**src/rtl/dsp_pkg.sv**
```systemverilog
// dsp_pkg: DSP48E2 configuration constants and ALU helper shared by the DSP primitives.
package dsp_pkg;
  localparam logic [3:0] ALUMODE_ADD = 4'b0000;
  localparam logic [3:0] ALUMODE_SUB = 4'b0011;
  localparam logic [8:0] OPMODE_AB_PLUS_C = 9'b000110011;
  localparam int DSP_P_WIDTH = 48;
  localparam int DSP_B_WIDTH = 18;
  localparam int DSP_A_WIDTH = 30;
  function automatic logic [DSP_P_WIDTH-1:0] dsp_alu(input logic [3:0] alumode, input logic [DSP_P_WIDTH-1:0] z, input logic [DSP_P_WIDTH-1:0] wxy);
    return alumode == ALUMODE_ADD ? z + wxy : z - wxy;
  endfunction
endpackage

```
**src/rtl/dsp_out_buf.sv**
```systemverilog
// dsp_out_buf: 2-entry valid/ready FIFO holding DSP results for a stallable consumer.
module dsp_out_buf #(
  parameter int width = 8
) (
  input  logic             clock,
  input  logic             reset,
  input  logic             push,
  input  logic [width-1:0] din,
  output logic             full,
  output logic [width-1:0] y,
  output logic             y_valid,
  input  logic             y_ready
);
  logic [width-1:0] mem [2];
  logic wr_ptr, rd_ptr, pop;
  logic [1:0] count;
  assign pop = y_valid & y_ready;
  assign full = count == 2'd2;
  assign y_valid = count != 2'd0;
  assign y = mem[rd_ptr];
  // Push while full is only issued together with a pop, so the head slot is free to overwrite.
  always_ff @(posedge clock or posedge reset)
    if (reset) begin
      mem[0] <= '0;
      mem[1] <= '0;
      wr_ptr <= 1'b0;
      rd_ptr <= 1'b0;
      count <= 2'd0;
    end else begin
      if (push) begin
        mem[wr_ptr] <= din;
        wr_ptr <= !wr_ptr;
      end
      if (pop) rd_ptr <= !rd_ptr;
      count <= count + {1'b0, push} - {1'b0, pop};
    end
endmodule

```
**src/rtl/dsp_sub_pipe.sv**
```systemverilog
// dsp_sub_pipe: registered y = a - b on one DSP48E2 (A/B/C and P registers) with
// valid/ready flow control and a 2-entry output buffer.
module dsp_sub_pipe
  import dsp_pkg::*;
#(
  parameter int width = 8
) (
  input  logic             clock,
  input  logic             reset,
  input  logic [width-1:0] a,
  input  logic [width-1:0] b,
  input  logic             in_valid,
  output logic             in_ready,
  output logic [width-1:0] y,
  output logic             y_valid,
  input  logic             y_ready
);
  logic ce, v1, v2, buf_full;
  logic [DSP_P_WIDTH-1:0] ab, c_reg, x_mux, z_mux;
  logic [DSP_A_WIDTH-1:0] a_reg;
  logic [DSP_B_WIDTH-1:0] b_reg;
  logic [width-1:0] p_reg;
  assign ce = !(v2 & buf_full & !y_ready);
  assign in_ready = ce;
  assign ab = DSP_P_WIDTH'(b);
  // X and Z selects decoded from OPMODE; Y and W are zero in this configuration.
  assign x_mux = OPMODE_AB_PLUS_C[1:0] == 2'b11 ? {a_reg, b_reg} : '0;
  assign z_mux = OPMODE_AB_PLUS_C[6:4] == 3'b011 ? c_reg : '0;
  // DSP-internal registers: synchronous RST* pins, all CE pins on ce.
  always_ff @(posedge clock)
    if (reset) begin
      a_reg <= '0;
      b_reg <= '0;
      c_reg <= '0;
      p_reg <= '0;
    end else if (ce) begin
      a_reg <= ab[DSP_P_WIDTH-1:DSP_B_WIDTH];
      b_reg <= ab[DSP_B_WIDTH-1:0];
      c_reg <= DSP_P_WIDTH'(a);
      p_reg <= width'(dsp_alu(ALUMODE_SUB, z_mux, x_mux));
    end
  // Fabric valid flops clear asynchronously so stale DSP contents never surface.
  always_ff @(posedge clock or posedge reset)
    if (reset) begin
      v1 <= 1'b0;
      v2 <= 1'b0;
    end else if (ce) begin
      v1 <= in_valid;
      v2 <= v1;
    end
  dsp_out_buf #(.width(width)) u_buf (
    .clock(clock),
    .reset(reset),
    .push(ce & v2),
    .din(p_reg),
    .full(buf_full),
    .y(y),
    .y_valid(y_valid),
    .y_ready(y_ready)
  );
endmodule

```
**config.mk**
```make
export PLATFORM = sky130hd
export DESIGN_NAME = dsp_sub_pipe
export DESIGN_NICKNAME = d
export VERILOG_FILES = /design/src/rtl/dsp_pkg.sv /design/src/rtl/dsp_out_buf.sv /design/src/rtl/dsp_sub_pipe.sv
export SDC_FILE = /design/constraint.sdc
export NUM_CORES = 1
export LEC_CHECK = 0
export CAP_MARGIN = 20
export CORE_MARGIN = 4
export CORE_UTILIZATION = 55
export DETAILED_ROUTE_END_ITERATION = 8
export GPL_TIMING_DRIVEN = 0
export PLACE_DENSITY = 0.86
export SETUP_SLACK_MARGIN = 0.5
export SLEW_MARGIN = 20
export SYNTH_ARGS = -nofsm -noshare
export SYNTH_HDL_FRONTEND = slang
export SYNTH_HIERARCHICAL = 1
export SYNTH_SLANG_ARGS = --single-unit
```
**constraint.sdc**
```tcl
create_clock -name clock -period 5.9 [get_ports clock]
set_clock_uncertainty 0.05 [all_clocks]
set_input_delay 0.59 -clock clock [delete_from_list [all_inputs] [get_ports clock]]
set_output_delay 0.59 -clock clock [all_outputs]
set_load 0.02 [all_outputs]
```
# Word-level counts from Yosys, hierarchy flattened
# Cells that the tools add are included.
[word_totals] regBits=46 input_bits=20 out_inout_bits=10 word_cells=35
[classes] add_sub_neg=3 magnitude_cmp=3 eq_ne=1 muxes=6 bitwise=6 reduce_logical=6
[ops] cell="$mux 8" count=4
[ops] cell="$bwmux 16" count=1
[ops] cell="$demux 8 s1" count=1
[ops] cell="$sub 8x8->8" count=1
[ops] cell="$and 1x1->1" count=4
[ops] cell="$ge 2x2->1 const B" count=2
[ops] cell="$logic_not 1->1" count=4
[ops] cell="$not 1->2" count=2
[ops] cell="$add 2x1->2" count=1
[ops] cell="$eq 2x2->1 const B" count=1
[ops] cell="$lt 2x1->1 const B" count=1
[ops] cell="$reduce_bool 2->1" count=1
[ops] cell="$sub 2x1->2" count=1
[ops] cell="$logic_and 1x1->1" count=1

# Longest topological paths before layout
# Gate-level depths: netlist (run 1).
[logic_depth] word_depth=7 depth_mapped=9 depth_no_buf=8

# Cells and area by module
# The synthesis (run 1) kept the hierarchy.
[by_module_without_submodules] module="dsp_sub_pipe" n_inst=1 cells_per_inst=160 area_each_um2=1278.7 seq_area_each_um2=530.5
[by_module_without_submodules] module="dsp_out_buf" n_inst=1 cells_per_inst=60 area_each_um2=923.4 seq_area_each_um2=500.5

# Worst setup path after synthesis (run 1)
# Ideal clock, no wire load.
[synth_timing] path_kind="input -> register" from="in y_ready" to="reg u_buf/mem[10] (netlist name)" setup_time_ps=125 t_arrival_ps=1982 required_time_ps=5725 path_slack_ps=3742 stages=8 path_buffers=3 cell_sequence="and3b_1 > buf_6 > inv_2 > buf_2 > and2_1 > nor2b_2 > buf_6 > mux2_4"
[synth_between] elab_chain_cells=4
[synth_lines] item="from (decl)" line="dsp_sub_pipe.sv:16" source="input logic y_ready"
[synth_lines] item="$logic_not 1->1" line="dsp_sub_pipe.sv:23" source="assign ce = !(v2 & buf_full & !y_ready);"
[synth_lines] item="$and 1x1->1" line="dsp_sub_pipe.sv:23"
[synth_lines] item="$logic_not 1->1" line="dsp_sub_pipe.sv:23"
[synth_lines] item="via in_ready" line="dsp_sub_pipe.sv:13" source="output logic in_ready,"
[synth_lines] item="$and 1x1->1" line="dsp_sub_pipe.sv:54" source=".push(ce & v2),"
[synth_lines] item="to (signal, indexed assignment)" line="dsp_out_buf.sv:31" source="mem[wr_ptr] <= din;"
[synth_lines] item="to (decl)" line="dsp_out_buf.sv:14" source="logic [width-1:0] mem [2];"
# The timed path passes the listed nets, and every way through them passes these cells.
# A chain may end at the register's enable or synchronous reset.

# Worst setup path in the final report (run 1)
[layout_timing] from="in y_ready" to="out in_ready"
[layout_between] elab_chain_cells=3
[layout_lines] item="$logic_not 1->1" line="dsp_sub_pipe.sv:23"
[layout_lines] item="$and 1x1->1" line="dsp_sub_pipe.sv:23"
[layout_lines] item="$logic_not 1->1" line="dsp_sub_pipe.sv:23"
[layout_lines] item="to (decl)" line="dsp_sub_pipe.sv:13"
# Every way passes these cells.

==> results by group, run 1 <==
Finish
  – Antenna Cells: 0
  – Max reg flops: 16
  – Share of cells above drive strength 1: 17.19%
  – Fillcell total: 317
  – Utilization after layout: 69.77%
  – Syn-to-layout area delta: 19.49%
  – Final nets: 286
  – Register name with the most flops: u_buf/mem

Worst setup path
  – Worst EP required: 5260 ps
  – Crit-path max FO: 10
  – CP Launch Type: primary input
  – WP data arrival: 2350 ps
  – Worst Setup End Kind: primary output
  – Crit Path Class: in2out

Floorplan
  – Core Rows: 22
  – Initial core utilization: 58.39%
  – Die ar.: 0.005080 mm^2
  – Core area: 0.003771 mm^2
  – Top-Level Pins: 30
  – DIE HEIGHT: 71.28 um
  – Die Span X: 71.28 um

Yosys
  – Yosys reg bits: 46
  – Mapped Cells: 220
  – Area leader, netlist: dfrtp_1
  – Syn Std Cell Area: 0.002202 mm^2
  – Post-synth EDFFs: 0
  – Syn_nets: 250
  – Ys async rst share: 47.83%
  – Yosys top cell area share: 25.00%
  – Mean area per synthesized cell: 10.01 um^2
  – Yosys warns: 6
  – Sequential share of the synthesized area: 46.82%
  – Top_reg_cell synth: dfxtp_1
  – Synth cell types: 42
  – Synth area leaders: dfrtp_1 (25%), dfxtp_1 (22%), mux2_2 (8.2%)

GRT
  – GR Util All Layers: 17.92%
  – First-pass GRT wire length: 7189 um
  – Initial antenna violation count: 0
  – Vias in the first global route: 1624
  – Largest net degree at the start of global routing: 21
  – Grt ovf: 0

Clock network
  – Clock buffer depth: 2
  – CTS-repair resized insts: 0
  – Clock Root Buffer: clkbuf_8
  – CTS buffer count: 5
  – CTS Hold Buffers Added: 0
  – Clock slew at reported path FFs: 70 ps
  – Skew-Pair Late Insertion Delay: 290 ps
  – Post-CTS Setup Bufs: 0
  – TritonCTS Sinks: 46
  – CTS tree: built
  – H-tree depth: 2

Placement
  – IO Port Bufs: 29
  – GP Congestion: 0.8799
  – Dpl hpwl: 3119 um

Route
  – Drt total wl: 4196 um
  – Remaining DRCs: 0
  – Vias: 1605
  – WL/cell: 13.80 um
  – DRT iter0 DRCs: 63
  – Vias per cell: 5.280
  – TritonRoute pass-1 iters: 4
  – DRT antenna net count: 0

Power and ir drop
  – Cell Pwr Density: 428.3 mW/mm^2
  – Leakage power: 1.172 nW
  – Power, Total: 0.001127 W
  – Worst vdd rail ir drop: 0.1848 mV

STA
  – Final count of negative-setup-slack endpoints: 0
  – Final hold vios: 0
  – Unrepaired setup endpoints after global routing: no
  – Tcrit/Tclk final: 50.76%
  – Max Slew Vio Count: 0
  – Worst Tran Pin Value: 729.8 ps
  – Min Hold Slack: 403.8 ps
  – Slew headroom: 51.29%
  – FMAX: 333.9 MHz
  – Final min period: 2995 ps
  – TNS Setup: 0 ps

Status
  – Outcome: finished clean

Run
  – Max-cap violation count: 0

Min path
  – Hold crit path type: reg2reg
cells in the final DEF (no fill, tap or decap), drive strengths merged, types with 4 or more instances in the layout:
cell type       n
dfrtp          22
a21oi          22
dfxtp          24
xor2            4
a211oi          4
clkdlybuf4s50  29
mux2           24
ha              9
clkbuf          9
nand2          40
buf             7
inv            13
nand3           7
nor2            6
per-stage QoR:
| step | setup slack [ps] | area [um^2] | instances |
|---|---|---|---|
| finish | 2905 | 2631 | 304 |
| detailed placement | 2919 | 2552 | 297 |
| floorplan | 3742 | 2202 | 220 |
| CTS | 2901 | 2631 | 304 |
| global placement | 2906 | 2552 | 297 |
| global route | 2834 | 2631 | 304 |
final timing paths:
path                           startpoint       endpoint  slack [ps]  cells past startpoint
max                               y_ready       in_ready        2910                      6
min                              b_reg[4]       b_reg[4]         400                      2
max reg2reg                u_buf/count[1]  u_buf/mem[11]        3630                      9
min reg2reg                      b_reg[4]       b_reg[4]         400                      2
max in group asynchronous           reset   u_buf/mem[0]        4630                      2
min in group asynchronous           reset             v2         700                      3
metal layers:
metal | GRT usage (%) | up-vias | wire, um
li1 | - | 820 | -
met2 | 30.71 | 40 | 2010
met4 | 7.516 | 0 | 114
met1 | 20.87 | 732 | 1855
met5 | 0 | - | 0
met3 | 5.189 | 13 | 215
Yosys cell counts, types with 6 or more instances:
library cell   n
nand2_1       39
mux2_4         8
mux2_2        16
ha_1           9
dfrtp_1       22
nor2_1         6
nand3_1        7
dfxtp_1       24
inv_1         12
a21oi_1       22
final cells by class:
class / instances / area (um^2) / area share (%)
buffer: 11 / 65.06 / 2.473
clock buffer: 5 / 68.82 / 2.615
clock inverter: 2 / 10.01 / 0.3804
inverter: 14 / 52.55 / 1.997
multi-input combinational: 149 / 1054 / 40.04
sequential: 46 / 1031 / 39.18
tap: 48 / 60.06 / 2.282
timing repair buffer: 29 / 290.3 / 11.03
worst max-delay path, cell delays in order:
cell and delay [ps]:
clkdlybuf4s50_1 480, and3b_1 210, buf_6 140, inv_2 40, buf_2 230, clkdlybuf4s50_1 650
report_power, final:
group | total (W) | leakage (nW) | internal, W | switching, W
Sequential | 0.000462 | 0.477 | 0.000403 | 0.0000583
Combinational | 0.000487 | 0.651 | 0.000265 | 0.000222
Clock | 0.000178 | 0.0438 | 0.0000795 | 0.0000988
Total | 0.00113 | 1.17 | 0.000747 | 0.000379
cell families (layout without fill, tap and decap cells):
group / count (synthesis) / in the layout / synth area share (%)
compound gates: 39 / 39 / 10.85
simple gates: 69 / 69 / 14.55
mux: 24 / 24 / 13.64
fa+ha+maj: 10 / 10 / 6.023
flops: 46 / 46 / 46.82
xor+xnor: 7 / 7 / 2.784
buf+inv: 25 / 61 / 5.340
Power figures use the tool's default switching activity.
==> inputs of run 2 (changes only) <==
--- a/config.mk
+++ b/config.mk
@@ -7,10 +7,10 @@
 export LEC_CHECK = 0
 export CAP_MARGIN = 20
 export CORE_MARGIN = 4
-export CORE_UTILIZATION = 55
+export CORE_UTILIZATION = 54
 export DETAILED_ROUTE_END_ITERATION = 8
 export GPL_TIMING_DRIVEN = 0
-export PLACE_DENSITY = 0.86
+export PLACE_DENSITY = 0.85
 export SETUP_SLACK_MARGIN = 0.5
 export SLEW_MARGIN = 20
 export SYNTH_ARGS = -nofsm -noshare
==> constraint.sdc (replaced) <==
create_clock -name clock -period 3 [get_ports clock]
set_clock_uncertainty 0.05 [all_clocks]
set_input_delay 0.3 -clock clock [delete_from_list [all_inputs] [get_ports clock]]
set_output_delay 0.3 -clock clock [all_outputs]
set_load 0.02 [all_outputs]
==> results by group, run 2 (synthesized netlist as in run 1, its figures left out) <==
Clock network
  – Clock Root Buffer: clkbuf_8
  – CTS tree: built
  – TritonCTS Sinks: 46
  – Clock slew at reported path FFs: 90 ps
  – H-tree depth: 2
  – CTS Hold Buffers Added: 0
  – Clock buffer depth: 2
  – Skew-Pair Late Insertion Delay: 300 ps
  – CTS-repair resized insts: 0
  – Post-CTS Setup Bufs: 0
  – CTS buffer count: 5

Power and ir drop
  – Clock power share: 17.0%
  – Pint: 0.001477 W
  – Worst vdd rail ir drop: 0.4210 mV
  – Seq pwr share: 40.4%
  – Cell Pwr Density: 842.8 mW/mm^2
  – Leakage power: 1.174 nW
  – Switching Fraction: 33.74%
  – Switch Pwr: 0.0007520 W
  – Combinational share of power: 42.6%

Finish
  – Syn-to-layout area delta: 20.11%
  – Most common cell after layout, fill and taps aside: nand2_1
  – Share of cells above drive strength 1: 17.51%
  – Max reg flops: 16
  – Antenna Cells: 0
  – Register name with the most flops: u_buf/mem
  – Utilization after layout: 69.63%
  – Final Instance Area: 0.002645 mm^2
  – Most frequent cells in the layout: nand2_1 (39), clkdlybuf4s50_1 (28), dfxtp_1 (24)
  – Final nets: 286
  – Multi-input logic area: 0.001054 mm^2
  – Storage element area: 0.001031 mm^2
  – Fillcell total: 300

Route
  – Remaining DRCs: 0
  – Vias per cell: 5.292
  – WL/cell: 13.33 um
  – DRT antenna net count: 0
  – Vias: 1614
  – TritonRoute pass-1 iters: 4
  – DRT iter0 DRCs: 73
  – Drt total wl: 4067 um

Worst setup path
  – Critical R2R Capture: u_buf/mem[15]
  – Worst EP required: 3140 ps
  – CP Launch Type: register
  – CP Cell Sequence: nor2b_1 -> and3b_1 -> buf_6 -> inv_2 -> buf_2 -> and2_1 -> nor2b_2 -> buf_6 -> mux2_4
  – R2R setup slack: 780 ps
  – Most frequent CP cell: buf_6
  – Crit-path max FO: 10
  – CP max stage delay: 410 ps
  – Worst Reg2Reg Path Length in Cells: 9
  – Reg2Reg Launch Point: u_buf/count[1]
  – WP data arrival: 2360 ps
  – Worst Setup End Kind: register
  – Slowest-stage cell, CP: dfrtp_1
  – Crit Path Class: reg2reg

Floorplan
  – Initial core utilization: 57.97%
  – Core area: 0.003799 mm^2
  – Die ar.: 0.005164 mm^2
  – Die Span X: 71.86 um
  – Core Rows: 22
  – DIE HEIGHT: 71.86 um
  – Top-Level Pins: 30

Status
  – Outcome: finished clean

GRT
  – Largest net degree at the start of global routing: 21
  – Grt ovf: 0
  – First-pass GRT wire length: 6755 um
  – Vias in the first global route: 1523
  – GR Util All Layers: 16.70%
  – Initial antenna violation count: 0

Run
  – Max-cap violation count: 0

STA
  – Worst Tran Pin Value: 719.0 ps
  – Final min period: 2222 ps
  – TNS Setup: 0 ps
  – Max Slew Vio Count: 0
  – Final count of negative-setup-slack endpoints: 0
  – FMAX: 450.1 MHz
  – Slew headroom: 52.02%
  – Min Hold Slack: 404.8 ps
  – Tcrit/Tclk final: 74.05%
  – Final hold vios: 0
  – Unrepaired setup endpoints after global routing: no

Placement
  – GP Congestion: 0.8808
  – DP Area: 0.002552 mm^2
  – Dpl hpwl: 3023 um
  – IO Port Bufs: 29

Min path
  – Hold crit path type: in2async
==> run 2: cell type report <==
type / instances / share of cell area, %
multi-input cells: 149 / 39.83
flip-flops and latches: 46 / 38.98
repair buffers: 29 / 11.07
clock buffers: 5 / 2.602
plain buffers: 11 / 2.460
well taps: 48 / 2.271
inverters: 14 / 1.987
clock inverters: 3 / 0.8042
==> run 2: worst max path at each step <==
stage	from	to	slack [ps]	depth (start not counted)
floorplan	u_buf/count[1]	u_buf/mem[10]	930	9
global placement	y_ready	u_buf/mem[12]	530	9
finish	u_buf/count[1]	u_buf/mem[15]	780	9
global route	u_buf/count[1]	u_buf/mem[8]	670	9
CTS	u_buf/count[1]	in_ready	530	6
detailed placement	y_ready	u_buf/mem[15]	500	9
==> run 2: through the flow <==
stage               instances  setup WS, ps  power, W
floorplan                 220         928.9  0.001578
global placement          297         528.1  0.001830
detailed placement        297         501.8  0.001875
CTS                       305         533.4  0.002255
global route              305         668.0  0.002373
finish                    305         778.4  0.002229
==> run 2: metal layers <==
| metal | up-vias | share of wire [%] | track usage (%) |
|---|---|---|---|
| li1 | 820 | - | - |
| met1 | 750 | 46 | 20.93 |
| met2 | 38 | 48 | 27.86 |
| met3 | 6 | 4.4 | 3.787 |
| met4 | 0 | 1.5 | 6.472 |
| met5 | - | 0 | 0 |
==> run 2: worst max-delay path, delay by kind of cell, from the launching register on <==
family        cells  cell delay [ps]
flops             1              410
buf+inv           4              570
mux               1              310
simple gates      4              760
==> run 2: power by group through the flow <==
stage          combinational [W]  sequential [W]  clock (W)
2_1_floorplan           0.000699        0.000878          0
3_3_place_gp            0.000927        0.000903          0
3_5_place_dp            0.000959        0.000915          0
4_1_cts                 0.000964        0.000902   0.000389
5_1_grt                  0.00103        0.000924   0.000415
6_report                0.000950        0.000900   0.000379
==> inputs of run 3 (changes only) <==
--- a/config.mk
+++ b/config.mk
@@ -7,10 +7,10 @@
 export LEC_CHECK = 0
 export CAP_MARGIN = 20
 export CORE_MARGIN = 4
-export CORE_UTILIZATION = 54
+export CORE_UTILIZATION = 49
 export DETAILED_ROUTE_END_ITERATION = 8
 export GPL_TIMING_DRIVEN = 0
-export PLACE_DENSITY = 0.85
+export PLACE_DENSITY = 0.81
 export SETUP_SLACK_MARGIN = 0.5
 export SLEW_MARGIN = 20
 export SYNTH_ARGS = -nofsm -noshare
==> constraint.sdc (replaced) <==
create_clock -name clock -period 1.9 [get_ports clock]
set_clock_uncertainty 0.05 [all_clocks]
set_input_delay 0.19 -clock clock [delete_from_list [all_inputs] [get_ports clock]]
set_output_delay 0.19 -clock clock [all_outputs]
set_load 0.02 [all_outputs]
==> results by group, run 3 (synthesized netlist as in run 1, its figures left out) <==
Status
  – Outcome: finished with violations
  – Violated checks: negative setup slack

Route
  – TritonRoute pass-1 iters: 4
  – Drt total wl: 5988 um
  – Vias per cell: 5.458
  – Vias: 1834
  – DRT antenna net count: 0
  – Remaining DRCs: 0
  – DRT iter0 DRCs: 84
  – WL/cell: 17.82 um

STA
  – Final hold vios: 0
  – Final count of negative-setup-slack endpoints: 9
  – Worst Tran Pin Value: 779.9 ps
  – Max Slew Vio Count: 0
  – Tcrit/Tclk final: 105.0%
  – FMAX: 501.2 MHz
  – Slew headroom: 48.01%
  – Final setup margin: -95.28 ps
  – Unrepaired setup endpoints after global routing: yes
  – Final min period: 1995 ps
  – Min Hold Slack: 305.6 ps

GRT
  – Grt ovf: 0
  – Vias in the first global route: 1815
  – Initial antenna violation count: 0
  – First-pass GRT wire length: 8556 um
  – Largest net degree at the start of global routing: 21
  – GR Util All Layers: 20.68%

Power and ir drop
  – Pint: 0.003141 W
  – Switching Fraction: 33.50%
  – Cell Pwr Density: 1394 mW/mm^2
  – Combinational share of power: 50.0%
  – Seq pwr share: 31.2%
  – Leakage power: 1.511 nW
  – Worst vdd rail ir drop: 0.6128 mV
  – Switch Pwr: 0.001582 W
  – Power, Total: 0.004723 W
  – Clock power share: 18.8%

Finish
  – Share of cells above drive strength 1: 47.18%
  – Max reg flops: 16
  – Utilization after layout: 77.79%
  – Most frequent cells in the layout: dfxtp_1 (23), dfrtp_1 (22), buf_6 (21)
  – Syn-to-layout area delta: 53.81%
  – Register name with the most flops: u_buf/mem
  – Antenna Cells: 0
  – Final nets: 313
  – Most common cell after layout, fill and taps aside: dfxtp_1

Floorplan
  – Initial core utilization: 50.57%
  – Core area: 0.004354 mm^2
  – Core Rows: 24
  – Die Span X: 75.04 um
  – Die ar.: 0.005631 mm^2
  – Top-Level Pins: 30
  – DIE HEIGHT: 75.04 um

Placement
  – Dpl hpwl: 2962 um
  – GP Congestion: 0.8711
  – IO Port Bufs: 29

Worst setup path
  – Critical Path End: u_buf/mem[11]
  – Worst Setup End Kind: register
  – R2R setup slack: -100 ps
  – Worst EP required: 2040 ps
  – Critical R2R Capture: u_buf/mem[11]
  – CP Launch Type: register
  – Reg2Reg Launch Point: u_buf/count[1]
  – Crit-path max FO: 8
  – Crit Path Class: reg2reg
  – WP data arrival: 2140 ps
  – Worst Reg2Reg Path Length in Cells: 9
  – Worst Setup SP: u_buf/count[1]

Clock network
  – TritonCTS Sinks: 46
  – Skew-Pair Late Insertion Delay: 310 ps
  – CTS tree: built
  – Clock buffer depth: 2
  – CTS buffer count: 5
  – Clock slew at reported path FFs: 100 ps
  – Clock Root Buffer: clkbuf_8
  – H-tree depth: 2

Run
  – Max-cap violation count: 0

Min path
  – Hold crit path type: in2async
[run 3: cell types whose count changed in the layout (fill, tap and decap cells not counted), sizes merged]
cell | before | now
clkinv | 3 | 2
bufinv | 0 | 2
dlymetal6s2s | 1 | 0
buf | 7 | 45
clkdlybuf4s50 | 28 | 19
clkinvlp | 1 | 0
clkbuf | 9 | 8
[run 3: worst min-delay path by stage]
stage	start	end	slack, ps	depth (start not counted)
floorplan	reset	v1	80	2
global placement	b_reg[2]	b_reg[2]	390	2
detailed placement	b_reg[4]	b_reg[4]	400	2
CTS	reset	v2	280	3
global route	reset	u_buf/mem[12]	360	2
finish	reset	u_buf/mem[7]	310	2
[run 3: through the flow]
stage | TNS (ps) | cell area (um^2) | instances | setup WS, ps
final | -724.0 | 3387 | 336 | -95.28
after global routing | -1226 | 3387 | 336 | -149.1
after CTS | -214.1 | 3095 | 328 | -38.63
after detailed placement | -4058 | 2591 | 301 | -294.5
after global placement | -4013 | 2591 | 301 | -279.6
after floorplan | 0 | 2236 | 220 | 3.080
[run 3: what timing repair did]
action,in CTS,in global routing
pin swaps,36,8
hold endpoints to repair,0,0
gates cloned,2,0
setup endpoints to repair,55,55
resized for setup,112,59
setup buffers,17,8
hold buffers,0,0
[run 3: critical path, stage by stage (launching register included)]
cell and delay [ps]:
dfrtp_1 400, nor2b_4 130, and3b_2 200, buf_6 120, inv_4 50, buf_6 100, and2_4 170, nor2b_4 170
buf_8 160, mux2_4 310
[run 3: layout make-up]
cell class                      count  area (um^2)
Multi-Input combinational cell    149         1361
Sequential cell                    46         1032
Fill cell                         271        967.2
Timing Repair Buffer               56        604.3
Buffer                             11        131.4
Clock buffer                        5        68.82
Clock inverter                      3        68.82
Tap cell                           52        65.06
Inverter                           14        55.05
[run 3: per-layer routing]
metal  global-route usage [%]  share of wire, %  routed length (um)
met1                    22.58                39                2323
met2                    37.04                54                3207
met3                    4.940               4.4                 265
met4                    10.47               3.2                 191
met5                        0                 0                   0
[run 3: power groups by stage]
stage	logic (W)	registers, W	clock network (W)
global route	0.00251	0.00150	0.000939
CTS	0.00204	0.00143	0.000882
floorplan	0.00113	0.00139	0
finish	0.00236	0.00147	0.000887
detailed placement	0.00154	0.00145	0
global placement	0.00149	0.00143	0
